$ cat src/rtl/ntt_seq_if.sv
// Host/memory-side bus of the Kyber NTT sequencer: start/mode in, status,
// read/twiddle addresses and aligned write-back strobes out.
interface ntt_seq_if;
    logic       start;
    logic       ct_in;
    logic       busy;
    logic       done;
    logic       bf_ct;
    logic [2:0] layer;
    logic       rd_en;
    logic [7:0] rd_addr_a;
    logic [7:0] rd_addr_b;
    logic [6:0] tw_addr;
    logic       wr_en;
    logic [7:0] wr_addr_a;
    logic [7:0] wr_addr_b;

    modport master (
        output start, ct_in,
        input  busy, done, bf_ct, layer, rd_en, rd_addr_a, rd_addr_b, tw_addr,
               wr_en, wr_addr_a, wr_addr_b
    );

    modport slave (
        input  start, ct_in,
        output busy, done, bf_ct, layer, rd_en, rd_addr_a, rd_addr_b, tw_addr,
               wr_en, wr_addr_a, wr_addr_b
    );
endinterface

$ cat src/rtl/ntt_seq_ctrl.sv
// Kyber (q=3329, n=256) in-place NTT/invNTT sequencer: 7 layers x 128 butterflies,
// with a drain gap per layer and write-back addresses delayed to match the butterfly.
module ntt_seq_ctrl #(
    parameter int unsigned MEM_LAT   = 1,
    parameter int unsigned BF_LAT_CT = 4,
    parameter int unsigned BF_LAT_GS = 4
) (
    input logic      clk,
    input logic      rst,
    ntt_seq_if.slave seq_if
);
    localparam int unsigned D_CT   = MEM_LAT + BF_LAT_CT;
    localparam int unsigned D_GS   = MEM_LAT + BF_LAT_GS;
    localparam int unsigned D_MAX  = (D_CT > D_GS) ? D_CT : D_GS;
    localparam int unsigned CNT_W  = $clog2(D_MAX + 1);
    localparam int unsigned J_W    = 7;
    localparam int unsigned ADDR_W = 8;
    localparam int unsigned TW_W   = 7;
    localparam int unsigned LYR_W  = 3;
    localparam int unsigned INS_CT = D_MAX - D_CT;
    localparam int unsigned INS_GS = D_MAX - D_GS;

    localparam logic [J_W-1:0]   J_LAST     = J_W'(127);
    localparam logic [LYR_W-1:0] LAYER_LAST = LYR_W'(6);

    typedef enum logic [1:0] {IDLE, RUN, DRAIN, FIN} state_e;

    typedef struct packed {
        logic              en;
        logic [ADDR_W-1:0] a;
        logic [ADDR_W-1:0] b;
    } wb_t;

    localparam wb_t WB_IDLE = '0;

    state_e            state_q, state_d;
    logic              ct_q, ct_d;
    logic [LYR_W-1:0]  layer_q, layer_d;
    logic [J_W-1:0]    j_q, j_d;
    logic [CNT_W-1:0]  cnt_q, cnt_d;
    logic              busy_q, busy_d;
    logic              done_q, done_d;
    logic              rd_en_q, rd_en_d;
    logic [ADDR_W-1:0] rd_a_q, rd_a_d;
    logic [ADDR_W-1:0] rd_b_q, rd_b_d;
    logic [TW_W-1:0]   tw_q, tw_d;

    logic [LYR_W-1:0]  s_c;
    logic [ADDR_W-1:0] len_c, g_c, jx_c, a_c, b_c;
    logic [TW_W-1:0]   tw_c;

    // Butterfly j of the current layer: span len = 2^s, group g = j >> s
    always_comb begin
        s_c   = ct_q ? LYR_W'(3'd7 - layer_q) : LYR_W'(layer_q + 3'd1);
        jx_c  = {1'b0, j_q};
        len_c = 8'd1 << s_c;
        g_c   = jx_c >> s_c;
        a_c   = ((g_c << s_c) << 1) | (jx_c & (len_c - 8'd1));
        b_c   = a_c + len_c;
        tw_c  = ct_q ? TW_W'((8'd1 << layer_q) + g_c)
                     : TW_W'((8'd128 >> layer_q) - 8'd1 - g_c);
    end

    always_comb begin
        state_d = state_q;
        ct_d    = ct_q;
        layer_d = layer_q;
        j_d     = j_q;
        cnt_d   = cnt_q;
        busy_d  = busy_q;
        done_d  = 1'b0;
        rd_en_d = 1'b0;
        rd_a_d  = rd_a_q;
        rd_b_d  = rd_b_q;
        tw_d    = tw_q;
        unique case (state_q)
            IDLE: begin
                if (seq_if.start) begin
                    state_d = RUN;
                    ct_d    = seq_if.ct_in;
                    layer_d = '0;
                    j_d     = '0;
                    busy_d  = 1'b1;
                end
            end
            RUN: begin
                rd_en_d = 1'b1;
                rd_a_d  = a_c;
                rd_b_d  = b_c;
                tw_d    = tw_c;
                if (j_q == J_LAST) begin
                    state_d = DRAIN;
                    cnt_d   = ct_q ? CNT_W'(D_CT - 1) : CNT_W'(D_GS - 1);
                end else begin
                    j_d = j_q + J_W'(1);
                end
            end
            DRAIN: begin
                if (cnt_q != '0) begin
                    cnt_d = cnt_q - CNT_W'(1);
                end else if (layer_q == LAYER_LAST) begin
                    state_d = FIN;
                    done_d  = 1'b1;
                end else begin
                    state_d = RUN;
                    layer_d = layer_q + LYR_W'(1);
                    j_d     = '0;
                end
            end
            FIN: begin
                state_d = IDLE;
                busy_d  = 1'b0;
            end
            default: state_d = IDLE;
        endcase
    end

    always_ff @(posedge clk or posedge rst) begin
        if (rst) begin
            state_q <= IDLE;
            ct_q    <= 1'b0;
            layer_q <= '0;
            j_q     <= '0;
            cnt_q   <= '0;
            busy_q  <= 1'b0;
            done_q  <= 1'b0;
            rd_en_q <= 1'b0;
            rd_a_q  <= '0;
            rd_b_q  <= '0;
            tw_q    <= '0;
        end else begin
            state_q <= state_d;
            ct_q    <= ct_d;
            layer_q <= layer_d;
            j_q     <= j_d;
            cnt_q   <= cnt_d;
            busy_q  <= busy_d;
            done_q  <= done_d;
            rd_en_q <= rd_en_d;
            rd_a_q  <= rd_a_d;
            rd_b_q  <= rd_b_d;
            tw_q    <= tw_d;
        end
    end

    // Write-back delay line: entries are injected D_MAX-D stages in so the tail is always the output
    wb_t         line_q [D_MAX];
    wb_t         rd_wb_c;
    int unsigned ins_idx_c;

    assign rd_wb_c   = {rd_en_q, rd_a_q, rd_b_q};
    assign ins_idx_c = ct_q ? INS_CT : INS_GS;

    always_ff @(posedge clk or posedge rst) begin
        if (rst) begin
            for (int unsigned k = 0; k < D_MAX; k++) begin
                line_q[k] <= WB_IDLE;
            end
        end else begin
            line_q[0] <= (ins_idx_c == 0) ? rd_wb_c : WB_IDLE;
            for (int unsigned k = 1; k < D_MAX; k++) begin
                line_q[k] <= (k == ins_idx_c) ? rd_wb_c : line_q[k-1];
            end
        end
    end

    assign seq_if.busy      = busy_q;
    assign seq_if.done      = done_q;
    assign seq_if.bf_ct     = ct_q;
    assign seq_if.layer     = layer_q;
    assign seq_if.rd_en     = rd_en_q;
    assign seq_if.rd_addr_a = rd_a_q;
    assign seq_if.rd_addr_b = rd_b_q;
    assign seq_if.tw_addr   = tw_q;
    assign seq_if.wr_en     = line_q[D_MAX-1].en;
    assign seq_if.wr_addr_a = line_q[D_MAX-1].a;
    assign seq_if.wr_addr_b = line_q[D_MAX-1].b;
endmodule

$ cat src/flat_wrapper.sv
// flat-port wrapper written by rule: the top's interface ports become plain ports
module ntt_seq_ctrl_flat 
#(
    parameter int unsigned MEM_LAT   = 1,
    parameter int unsigned BF_LAT_CT = 4,
    parameter int unsigned BF_LAT_GS = 4
)
  (clk, rst, seq_if_start, seq_if_ct_in, seq_if_busy, seq_if_done, seq_if_bf_ct, seq_if_layer, seq_if_rd_en, seq_if_rd_addr_a, seq_if_rd_addr_b, seq_if_tw_addr, seq_if_wr_en, seq_if_wr_addr_a, seq_if_wr_addr_b);
  ntt_seq_if seq_if_i ();
  input logic clk;
  input logic rst;
  input wire logic [$bits(seq_if_i.start)-1:0] seq_if_start;
  input wire logic [$bits(seq_if_i.ct_in)-1:0] seq_if_ct_in;
  output wire logic [$bits(seq_if_i.busy)-1:0] seq_if_busy;
  output wire logic [$bits(seq_if_i.done)-1:0] seq_if_done;
  output wire logic [$bits(seq_if_i.bf_ct)-1:0] seq_if_bf_ct;
  output wire logic [$bits(seq_if_i.layer)-1:0] seq_if_layer;
  output wire logic [$bits(seq_if_i.rd_en)-1:0] seq_if_rd_en;
  output wire logic [$bits(seq_if_i.rd_addr_a)-1:0] seq_if_rd_addr_a;
  output wire logic [$bits(seq_if_i.rd_addr_b)-1:0] seq_if_rd_addr_b;
  output wire logic [$bits(seq_if_i.tw_addr)-1:0] seq_if_tw_addr;
  output wire logic [$bits(seq_if_i.wr_en)-1:0] seq_if_wr_en;
  output wire logic [$bits(seq_if_i.wr_addr_a)-1:0] seq_if_wr_addr_a;
  output wire logic [$bits(seq_if_i.wr_addr_b)-1:0] seq_if_wr_addr_b;
  assign seq_if_i.start = seq_if_start;
  assign seq_if_i.ct_in = seq_if_ct_in;
  assign seq_if_busy = seq_if_i.busy;
  assign seq_if_done = seq_if_i.done;
  assign seq_if_bf_ct = seq_if_i.bf_ct;
  assign seq_if_layer = seq_if_i.layer;
  assign seq_if_rd_en = seq_if_i.rd_en;
  assign seq_if_rd_addr_a = seq_if_i.rd_addr_a;
  assign seq_if_rd_addr_b = seq_if_i.rd_addr_b;
  assign seq_if_tw_addr = seq_if_i.tw_addr;
  assign seq_if_wr_en = seq_if_i.wr_en;
  assign seq_if_wr_addr_a = seq_if_i.wr_addr_a;
  assign seq_if_wr_addr_b = seq_if_i.wr_addr_b;
  ntt_seq_ctrl #(.MEM_LAT(MEM_LAT), .BF_LAT_CT(BF_LAT_CT), .BF_LAT_GS(BF_LAT_GS)) u_core (.clk(clk), .rst(rst), .seq_if(seq_if_i));
endmodule
$ cat config.mk
export PLATFORM = sky130hd
export DESIGN_NAME = ntt_seq_ctrl_flat
export DESIGN_NICKNAME = d
export VERILOG_FILES = /design/src/rtl/ntt_seq_if.sv /design/src/rtl/ntt_seq_ctrl.sv /design/src/flat_wrapper.sv
export SDC_FILE = /design/constraint.sdc
export NUM_CORES = 1
export LEC_CHECK = 0
export ABC_AREA = 1
export CORE_ASPECT_RATIO = 2
export CORE_MARGIN = 2
export CORE_UTILIZATION = 64
export CTS_BUF_LIST = sky130_fd_sc_hd__clkbuf_8
export DETAILED_ROUTE_END_ITERATION = 10
export HOLD_SLACK_MARGIN = 0.15
export PLACE_DENSITY = 0.95
export SYNTH_ARGS = -nofsm -noshare
export SYNTH_HDL_FRONTEND = slang
export SYNTH_SLANG_ARGS = --single-unit
$ cat constraint.sdc
create_clock -name clk -period 7.9 [get_ports clk]
set_input_delay 0.79 -clock clk [delete_from_list [all_inputs] [get_ports clk]]
set_output_delay 0.79 -clock clk [all_outputs]
set_load 0.02 [all_outputs]
==> results of run 1 <==
==> flip-flops by register name (all words and copies together), names as in the netlist <==
name / flops
u_core.j_q: 7
u_core.seq_if.done: 1
u_core.seq_if.rd_addr_a: 8
u_core.seq_if.wr_en: 1
u_core.seq_if.layer: 3
u_core.seq_if.rd_en: 1
u_core.state_q: 2
u_core.line_q: 68
u_core.seq_if.tw_addr: 7
u_core.seq_if.wr_addr_a: 8
u_core.seq_if.bf_ct: 1
u_core.cnt_q: 3
u_core.seq_if.rd_addr_b: 8
u_core.seq_if.wr_addr_b: 8
u_core.seq_if.busy: 1
==> stage by stage <==
| step | instances | total power, mW | cell area [µm²] | setup slack (ps) | hold slack (ps) |
|---|---|---|---|---|---|
| floorplan | 578 | 2.15 | 5600 | 3730 | 331 |
| global placement | 701 | 2.54 | 6030 | 2920 | 332 |
| detailed placement | 701 | 2.61 | 6030 | 2690 | 335 |
| CTS | 732 | 3.10 | 6370 | 2670 | 342 |
| global route | 732 | 3.34 | 6370 | 2000 | 353 |
| finish | 732 | 3.09 | 6370 | 2550 | 344 |
==> cells in the mapped netlist, types with 3 or more instances <==
| library cell | instances |
|---|---|
| a21oi_1 | 21 |
| a31oi_1 | 6 |
| buf_2 | 4 |
| buf_4 | 19 |
| buf_6 | 3 |
| clkbuf_1 | 3 |
| dfrtp_1 | 127 |
| fa_1 | 3 |
| ha_1 | 32 |
| inv_1 | 65 |
| nand2_1 | 136 |
| nand2_2 | 4 |
| nand3_1 | 34 |
| nand4_1 | 4 |
| nor2_1 | 40 |
| nor2_2 | 3 |
| nor3_1 | 5 |
| o21ai_0 | 34 |
| o21ai_2 | 5 |
| or2_2 | 4 |
| xor2_1 | 4 |
==> per-layer routing <==
layer	routed length [µm]	vias to the layer above	track usage
met5	0	-	0
met4	857	0	0.196
met3	436	51	0.0689
met2	6330	115	0.486
met1	4310	1938	0.289
li1	-	1905	-
==> logic make-up after synthesis <==
group           count (synthesis)  share of synthesized area
compound gates                 75                     0.0758
flops                         127                      0.568
simple gates                  237                      0.181
buf+inv                        97                     0.0834
xor+xnor                        6                    0.00939
other cells                     1                   0.000670
fa+ha+maj                      35                     0.0823
==> final cells by class <==
type | count | area (µm²) | area share
clock buffer | 18 | 248 | 0.0389
tap | 100 | 125 | 0.0196
inverter | 67 | 254 | 0.0399
clock inverter | 13 | 91.3 | 0.0143
timing repair buffer | 53 | 523 | 0.0821
multi-input combinational | 354 | 1950 | 0.306
sequential | 127 | 3180 | 0.499
==> power by group <==
| part | internal [mW] | switching (mW) | total, mW |
|---|---|---|---|
| registers | 0.920 | 0.152 | 1.07 |
| logic | 0.560 | 0.985 | 1.55 |
| clock network | 0.223 | 0.247 | 0.470 |
==> final timing paths <==
| path | startpoint | to | slack, ps |
|---|---|---|---|
| max | u_core.seq_if.layer[0]$_DFFE_PP0P_ | u_core.seq_if.rd_addr_b[6]$_DFFE_PP0P_ | 2550 |
| min in group asynchronous | rst | u_core.line_q[33]$_DFF_PP0_ | 740 |
| min | u_core.line_q[59]$_DFF_PP0_ | u_core.line_q[42]$_DFF_PP0_ | 340 |
| min reg2reg | u_core.line_q[59]$_DFF_PP0_ | u_core.line_q[42]$_DFF_PP0_ | 340 |
| max reg2reg | u_core.seq_if.layer[0]$_DFFE_PP0P_ | u_core.seq_if.rd_addr_b[6]$_DFFE_PP0P_ | 2550 |
| max in group asynchronous | rst | u_core.line_q[46]$_DFF_PP0_ | 5750 |
==> flow_metrics.env, run 1 <==
export IMPL_grt_pass1_wl_um=20100
export IMPL_synth_edff_count=0
export IMPL_path_depth=17
export IMPL_worstRegToRegCells=17
export IMPL_final_layout_size_suffix_gt1_frac=0.0934
export IMPL_outcome="finished, final reports clean"
export IMPL_cts_tree="yes"
export IMPL_fin_util=0.742
export IMPL_crit_path_top_delay_cell="o21ai_0"
export IMPL_root_buffer="clkbuf_8"
export IMPL_path_buf_inv=3
export IMPL_wl_per_cell_um=16.3
export IMPL_critPathMaxStageDelay_ps=930
export IMPL_synthDistinctLibCells=38
export IMPL_grt_total_usage=0.279
export IMPL_num_antenna_cells=0
export IMPL_hold_path_class="reg -> reg"
export IMPL_postRouteAntennaNets=0
export IMPL_pwr_density_cell_nw_per_um2=485
export IMPL_synthArstFlopShare=1.00
export IMPL_vdd_drop_max_mv=0.289
export IMPL_hold_path_depth=0
export IMPL_clkSinkCount=127
export IMPL_final_common_cell="nand2_1"
export IMPL_postSynthAreaPerCell_um2=9.68
export IMPL_area_growth_pct=13.8
export IMPL_cts_inserted_buffers=17
export IMPL_final_cell_mix="nand2_1, dfrtp_1, inv_1, clkdlybuf4s50_1, nor2_1"
export IMPL_wl_um=11900
export IMPL_max_freq_mhz=187
export IMPL_synth_seq_area_share=0.568
export IMPL_num_io_pins=51
export IMPL_cts_max_path_buffers=2
export IMPL_drc=0
export IMPL_synth_top_area_frac=0.568
export IMPL_num_rows=48
export IMPL_via_per_inst=5.48
export IMPL_dieHeight_um=136
export IMPL_firstDrtPassIters=4
export IMPL_path_max_fanout=24
export IMPL_die_width_um=70.1
export IMPL_grt_max_degree=90
export IMPL_synthFlopType="dfrtp_1"
export IMPL_final_setup_skew_ps=8.05
export IMPL_initialDrtViolationCount=243
export IMPL_setup_tns_ps=0
export IMPL_dieArea_um2=9550
export IMPL_place_gp_congestion=0.909
export IMPL_ctsHoldBuffers=0
export IMPL_worst_setup_path_start_kind="flip-flop"
export IMPL_yosysWarnings=0
export IMPL_crit_path_cell_trace="inv_1 > ha_1 > o21ai_0 > nand2_1 > nor2_1 > inv_1 > ha_1 > o22ai_1 > fa_1 > a21oi_1 > o21ai_0 > inv_1 > o21ai_0 > a21oi_1 > and2_1 > o21ai_0 > nand2_1"
export IMPL_portBuffers=50
export IMPL_htree_levels=4
export IMPL_core_um2=8590
export IMPL_synthCells=578
export IMPL_finalHoldViolCount=0
export IMPL_synth_area_leaders="dfrtp_1, nand2_1, ha_1"
export IMPL_clock_latency_ps=430
export IMPL_synth_seq_cells=127
export IMPL_slew_viol_final=0
export IMPL_postCtsSetupBuffers=0
export IMPL_synth_area_um2=5600
export IMPL_max_slew_margin=0.214
export IMPL_worstPathArrival_ps=5670
export IMPL_rsz0062_at_grt="no"
export IMPL_worstMarginPinSlew_ps=1170
export IMPL_synth_top_area_cell="dfrtp_1"
export IMPL_grt_pass1_vias=4203
export IMPL_synth_nets=617
export IMPL_setup_violations_final=0
export IMPL_crit_family="compound AO/OA/AOI/OAI gates"
export IMPL_dp_hpwl_um=8920
export IMPL_vias=4009
export IMPL_antenna_found_initial=0
export IMPL_power_leakage_nw=3.23
export IMPL_fillCellCount=615
export IMPL_path_class="reg -> reg"
export IMPL_fin_crit_ps=5350
export IMPL_finalCritPeriodShare=0.677
export IMPL_fin_nets=659
export IMPL_start_util=0.652
export IMPL_clkTransAtPathRegs_ps=70
export IMPL_overflow=0
export IMPL_required_ps=8220
export IMPL_ctsResizeCount=0
export IMPL_drv_cap=0
export IMPL_crit_top_cell="o21ai_0"
export IMPL_endpoint_kind="flip-flop"
No activity file was read; power rests on OpenSTA's default activity.
==> run 2, diff against run 1 <==
--- a/config.mk
+++ b/config.mk
@@ -8,11 +8,11 @@
 export ABC_AREA = 1
 export CORE_ASPECT_RATIO = 2
 export CORE_MARGIN = 2
-export CORE_UTILIZATION = 64
+export CORE_UTILIZATION = 59
 export CTS_BUF_LIST = sky130_fd_sc_hd__clkbuf_8
 export DETAILED_ROUTE_END_ITERATION = 10
 export HOLD_SLACK_MARGIN = 0.15
-export PLACE_DENSITY = 0.95
+export PLACE_DENSITY = 0.92
 export SYNTH_ARGS = -nofsm -noshare
 export SYNTH_HDL_FRONTEND = slang
 export SYNTH_SLANG_ARGS = --single-unit
==> constraint.sdc (replaced) <==
create_clock -name clk -period 4.95 [get_ports clk]
set_input_delay 0.495 -clock clk [delete_from_list [all_inputs] [get_ports clk]]
set_output_delay 0.495 -clock clk [all_outputs]
set_load 0.02 [all_outputs]
==> run 2 against run 1 <==
Design area grew 1.1%. First-iteration DRC count up 22%. Die area up 8.1%. Clock-buffer cell count up 1. Combinational power rose by 60%. Global-route usage is 2.2 points lower. Setup slack lost 1500 ps. Via count down 0.75%. Sequential share of layout area fell by 0.54 points. Register-to-register slack lost 1500 ps. Clock power rose by 78%. Critical endpoint unchanged. Highest routed layer unchanged.
==> flow_metrics.env, run 2 (synthesized netlist as in run 1, its figures left out) <==
export IMPL_outcome="finished, final reports clean"
export IMPL_via_per_inst=5.38
export IMPL_max_slew_margin=0.300
export IMPL_overflow=0
export IMPL_cts_max_path_buffers=2
export IMPL_crit_path_top_delay_cell="dfrtp_1"
export IMPL_drv_cap=0
export IMPL_critPathMaxStageDelay_ps=430
export IMPL_num_antenna_cells=0
export IMPL_power_leakage_nw=3.26
export IMPL_pwr_density_cell_nw_per_um2=778
export IMPL_cts_tree="yes"
export IMPL_drc=0
export IMPL_slew_viol_final=0
export IMPL_final_layout_size_suffix_gt1_frac=0.0991
export IMPL_dieArea_um2=10300
export IMPL_wl_per_cell_um=16.1
export IMPL_htree_levels=4
export IMPL_worstPathArrival_ps=4180
export IMPL_crit_path_cell_trace="ha_1 > ha_1 > inv_1 > o21ai_2 > buf_4 > nand2_1 > nor2_1 > inv_1 > ha_1 > o21ai_0 > o21ai_2 > ha_1 > a21oi_1 > o21ai_0 > inv_1 > o21ai_0 > a21oi_1 > and2_1 > o21ai_0 > nand2_1"
export IMPL_num_rows=50
export IMPL_worst_setup_path_start_kind="flip-flop"
export IMPL_fin_nets=663
export IMPL_worstRegToRegCells=20
export IMPL_largest_reg_flops=68
export IMPL_clock_latency_ps=440
export IMPL_clkTransAtPathRegs_ps=70
export IMPL_rsz0062_at_grt="no"
export IMPL_min_from="u_core.line_q[33]$_DFF_PP0_"
export IMPL_initialDrtViolationCount=297
export IMPL_hold_path_class="reg -> reg"
export IMPL_start_util=0.600
export IMPL_fin_crit_ps=3870
export IMPL_worstMarginPinSlew_ps=1050
export IMPL_endpoint_kind="flip-flop"
export IMPL_wl_um=11900
export IMPL_antenna_found_initial=0
export IMPL_max_freq_mhz=258
export IMPL_portBuffers=50
export IMPL_place_area_um2=6070
export IMPL_root_buffer="clkbuf_8"
export IMPL_reg2reg_to="u_core.seq_if.rd_addr_b[6]$_DFFE_PP0P_"
export IMPL_final_cell_mix="nand2_1, dfrtp_1, inv_1, clkdlybuf4s50_1, nor2_1"
export IMPL_vias=3979
export IMPL_dp_cells=709
export IMPL_finalHoldViolCount=0
export IMPL_ctsResizeCount=0
export IMPL_final_cells=740
export IMPL_firstDrtPassIters=4
export IMPL_hold_path_depth=0
export IMPL_vdd_drop_max_mv=0.535
export IMPL_reg2reg_from="u_core.seq_if.layer[0]$_DFFE_PP0P_"
export IMPL_r2r_slack_ps=1080
export IMPL_area_growth_pct=15.1
export IMPL_die_width_um=72.9
export IMPL_clkSinkCount=127
export IMPL_finalCritPeriodShare=0.782
export IMPL_postCtsSetupBuffers=0
export IMPL_min_to="u_core.seq_if.wr_en$_DFF_PP0_"
export IMPL_timing_hold_ws_ps=345
export IMPL_dp_hpwl_um=8710
export IMPL_core_um2=9320
export IMPL_num_io_pins=51
export IMPL_place_gp_congestion=0.932
export IMPL_required_ps=5260
export IMPL_grt_pass1_vias=4108
export IMPL_path_max_fanout=12
export IMPL_design_area_um2=6440
export IMPL_grt_total_usage=0.257
export IMPL_final_setup_skew_ps=11.2
export IMPL_path_class="reg -> reg"
export IMPL_dieHeight_um=142
export IMPL_final_common_cell="nand2_1"
export IMPL_ctsHoldBuffers=0
export IMPL_setup_violations_final=0
export IMPL_largest_register="u_core.line_q"
export IMPL_cts_inserted_buffers=17
export IMPL_grt_pass1_wl_um=19700
export IMPL_postRouteAntennaNets=0
export IMPL_grt_max_degree=93
export IMPL_setup_tns_ps=0
## run 2: cell types whose count changed in the layout (fill, tap and decap cells not counted)
cell and delta:
inv_8 +1, clkinvlp_4 +1, inv_6 -1, clkinv_2 -2, buf_4 +4, clkinv_4 -1, bufinv_16 +1, clkbuf_8 +1
## run 2: per-layer routing
metal  share of wire  routed length, µm  up-vias  global-route usage
li1                -                  -     1918                   -
met1            0.38               4500     1924               0.282
met2            0.56               6660      106               0.451
met3           0.034                404       31              0.0533
met4           0.032                378        0               0.137
met5               0                  0        -                   0
## run 2: worst max path at each step
stage / cells after the start / slack, ps / endpoint / start
after floorplan: 1 / 1070 / u_core.cnt_q[0]$_DFFE_PP0P_ / rst
after global placement: 20 / 1380 / u_core.seq_if.rd_addr_b[6]$_DFFE_PP0P_ / u_core.seq_if.layer[0]$_DFFE_PP0P_
after detailed placement: 20 / 1180 / u_core.seq_if.rd_addr_b[6]$_DFFE_PP0P_ / u_core.seq_if.layer[0]$_DFFE_PP0P_
after CTS: 20 / 1140 / u_core.seq_if.rd_addr_b[6]$_DFFE_PP0P_ / u_core.seq_if.layer[1]$_DFFE_PP0P_
after global routing: 19 / 720 / u_core.seq_if.rd_addr_b[6]$_DFFE_PP0P_ / u_core.seq_if.layer[0]$_DFFE_PP0P_
final: 20 / 1080 / u_core.seq_if.rd_addr_b[6]$_DFFE_PP0P_ / u_core.seq_if.layer[0]$_DFFE_PP0P_
## run 2: report_power, final
part	internal (mW)	total, mW	switching, mW	leakage, nW
Combinational	0.913	2.48	1.57	1.46
Clock	0.423	0.837	0.415	0.182
Sequential	1.47	1.69	0.225	1.61
## run 2: layout make-up
| class | instances | area, µm² |
|---|---|---|
| clock buffers | 19 | 262 |
| clock inverters | 12 | 113 |
| fillers | 685 | 2880 |
| inverters | 67 | 254 |
| multi-input cells | 354 | 1950 |
| flip-flops and latches | 127 | 3180 |
| well taps | 104 | 130 |
| repair buffers | 57 | 553 |
## run 2: metrics by stage
| step | utilization | power, mW | setup WS, ps |
|---|---|---|---|
| after floorplan | - | 3.43 | 1070 |
| after global placement | 0.651 | 4.08 | 1380 |
| after detailed placement | 0.651 | 4.18 | 1180 |
| after CTS | 0.691 | 5.04 | 1140 |
| after global routing | 0.691 | 5.41 | 724 |
| final | 0.691 | 5.01 | 1080 |
## run 2: worst max-delay path, delay by kind of cell, from the launching register on
kind / cells / cell delay (ps)
compound gates: 8 / 1190
fa+ha+maj: 4 / 1100
simple gates: 4 / 600
buf+inv: 4 / 440
flops: 1 / 430
==> run 3, diff against run 2 <==
==> constraint.sdc (replaced) <==
create_clock -name clk -period 3.9 [get_ports clk]
set_input_delay 0.39 -clock clk [delete_from_list [all_inputs] [get_ports clk]]
set_output_delay 0.39 -clock clk [all_outputs]
set_load 0.02 [all_outputs]
==> run 3 against run 2 <==
Non-clock buffer count is 2 higher. Sequential power grew 27%. Via count is essentially flat. Die area stayed put. Clock-buffer cell count decreased by 2.
==> flow_metrics.env, run 3 (synthesized netlist as in run 1, its figures left out) <==
export IMPL_outcome="finished, final reports clean"
export IMPL_grt_total_usage=0.260
export IMPL_drc=0
export IMPL_postCtsSetupBuffers=0
export IMPL_final_common_cell="nand2_1"
export IMPL_drv_cap=0
export IMPL_antenna_found_initial=0
export IMPL_fin_crit_ps=3600
export IMPL_dp_hpwl_um=8610
export IMPL_cts_tree="yes"
export IMPL_power_mw=6.56
export IMPL_worst_setup_path_start_kind="flip-flop"
export IMPL_clkTransAtPathRegs_ps=90
export IMPL_wl_per_cell_um=16.1
export IMPL_slew_viol_final=0
export IMPL_final_cell_mix="nand2_1, dfrtp_1, inv_1, clkdlybuf4s50_1, nor2_1"
export IMPL_path_class="reg -> reg"
export IMPL_num_io_pins=51
export IMPL_num_rows=50
export IMPL_path_max_fanout=13
export IMPL_worstMarginPinSlew_ps=927
export IMPL_overflow=0
export IMPL_grt_pass1_vias=4210
export IMPL_cts_max_path_buffers=2
export IMPL_initialDrtViolationCount=268
export IMPL_root_buffer="clkbuf_8"
export IMPL_clkSinkCount=127
export IMPL_final_setup_skew_ps=11.6
export IMPL_largest_register="u_core.line_q"
export IMPL_area_growth_pct=16.8
export IMPL_core_um2=9320
export IMPL_dieArea_um2=10300
export IMPL_fin_nets=665
export IMPL_place_area_um2=6090
export IMPL_htree_levels=4
export IMPL_rsz0062_at_grt="no"
export IMPL_ctsHoldBuffers=0
export IMPL_vdd_drop_max_mv=0.689
export IMPL_finalHoldViolCount=0
export IMPL_cts_inserted_buffers=17
export IMPL_largest_reg_flops=68
export IMPL_portBuffers=50
export IMPL_required_ps=4290
export IMPL_max_freq_mhz=278
export IMPL_final_layout_size_suffix_gt1_frac=0.103
export IMPL_vias=3977
export IMPL_die_width_um=72.9
export IMPL_max_slew_margin=0.382
export IMPL_design_area_um2=6540
export IMPL_finalCritPeriodShare=0.923
export IMPL_hold_path_class="reg -> reg"
export IMPL_num_antenna_cells=0
export IMPL_endpoint_kind="flip-flop"
export IMPL_place_gp_congestion=0.980
export IMPL_pwr_density_cell_nw_per_um2=1000
export IMPL_dieHeight_um=142
export IMPL_grt_pass1_wl_um=19900
export IMPL_worstPathArrival_ps=3990
export IMPL_grt_max_degree=77
export IMPL_via_per_inst=5.35
export IMPL_start_util=0.600
export IMPL_wl_um=11900
export IMPL_timing_hold_ws_ps=350
export IMPL_setup_violations_final=0
export IMPL_clock_latency_ps=450
export IMPL_power_leakage_nw=3.31
export IMPL_setup_tns_ps=0
export IMPL_firstDrtPassIters=5
export IMPL_postRouteAntennaNets=0
## run 3: changes by cell type in the layout (fill, tap and decap cells not counted), sizes merged
cell,before,now
buf,7,9
clkinvlp,4,1
clkbuf,19,17
clkinv,5,6
inv,69,71
bufinv,1,4
## run 3: cell type report
class | instances | area [µm²]
clock buffers | 17 | 234
clock inverters | 15 | 208
fillers | 655 | 2790
inverters | 67 | 254
multi-input cells | 354 | 1950
flip-flops and latches | 127 | 3180
well taps | 104 | 130
repair buffers | 59 | 581
## run 3: final timing paths
| kind | start | depth (start not counted) | endpoint | slack, ps |
|---|---|---|---|---|
| max in group asynchronous | rst | 3 | u_core.seq_if.wr_addr_b[2]$_DFF_PP0_ | 2590 |
| hold / removal | u_core.line_q[83]$_DFF_PP0_ | 0 | u_core.line_q[66]$_DFF_PP0_ | 350 |
| setup reg to reg | u_core.seq_if.layer[2]$_DFFE_PP0P_ | 21 | u_core.seq_if.rd_addr_b[7]$_DFFE_PP0P_ | 300 |
| min in group asynchronous | rst | 2 | u_core.line_q[55]$_DFF_PP0_ | 510 |
| setup / recovery | u_core.seq_if.layer[2]$_DFFE_PP0P_ | 21 | u_core.seq_if.rd_addr_b[7]$_DFFE_PP0P_ | 300 |
| hold reg to reg | u_core.line_q[83]$_DFF_PP0_ | 0 | u_core.line_q[66]$_DFF_PP0_ | 350 |
## run 3: routing by layer
metal	GRT usage	up-vias	routed length (µm)	share of wire
met5	0	-	0	0
li1	-	1931	-	-
met1	0.277	1906	4440	0.37
met4	0.161	0	630	0.053
met2	0.449	99	6450	0.54
met3	0.0611	41	408	0.034
## run 3: report_power, final
part	total, mW	switching (mW)	internal (mW)
logic	3.17	1.99	1.18
registers	2.14	0.279	1.86
clock network	1.25	0.546	0.705
## run 3: worst max-delay path, cell delays in order (launching register included)
cell     delay (ps)
dfrtp_1         530
inv_1           110
ha_1            300
inv_1            90
o21ai_2          60
buf_4           200
inv_2           190
nand2_1         130
nand3_1         100
nand2_1          80
nor2_1          130
o22ai_2          90
ha_1            360
inv_1            90
o21ai_0         250
nand2_1         140
a31o_2          260
nand2_1          90
inv_1            60
nand3_1          80
nand3_1         110
nand2_1          80
## run 3: timing repair
item                                    in CTS  in global routing
endpoints found under the setup margin       0                  1
hold endpoints to repair                     0                  0
gates resized for setup                      0                  1
## run 3: metrics by stage
step / util / std cells / worst slack (ps)
final: 0.701 / 743 / 302
after global routing: 0.701 / 743 / 26.1
after CTS: 0.701 / 743 / 287
after detailed placement: 0.654 / 711 / 385
after global placement: 0.654 / 711 / 582
after floorplan: - / 578 / 126
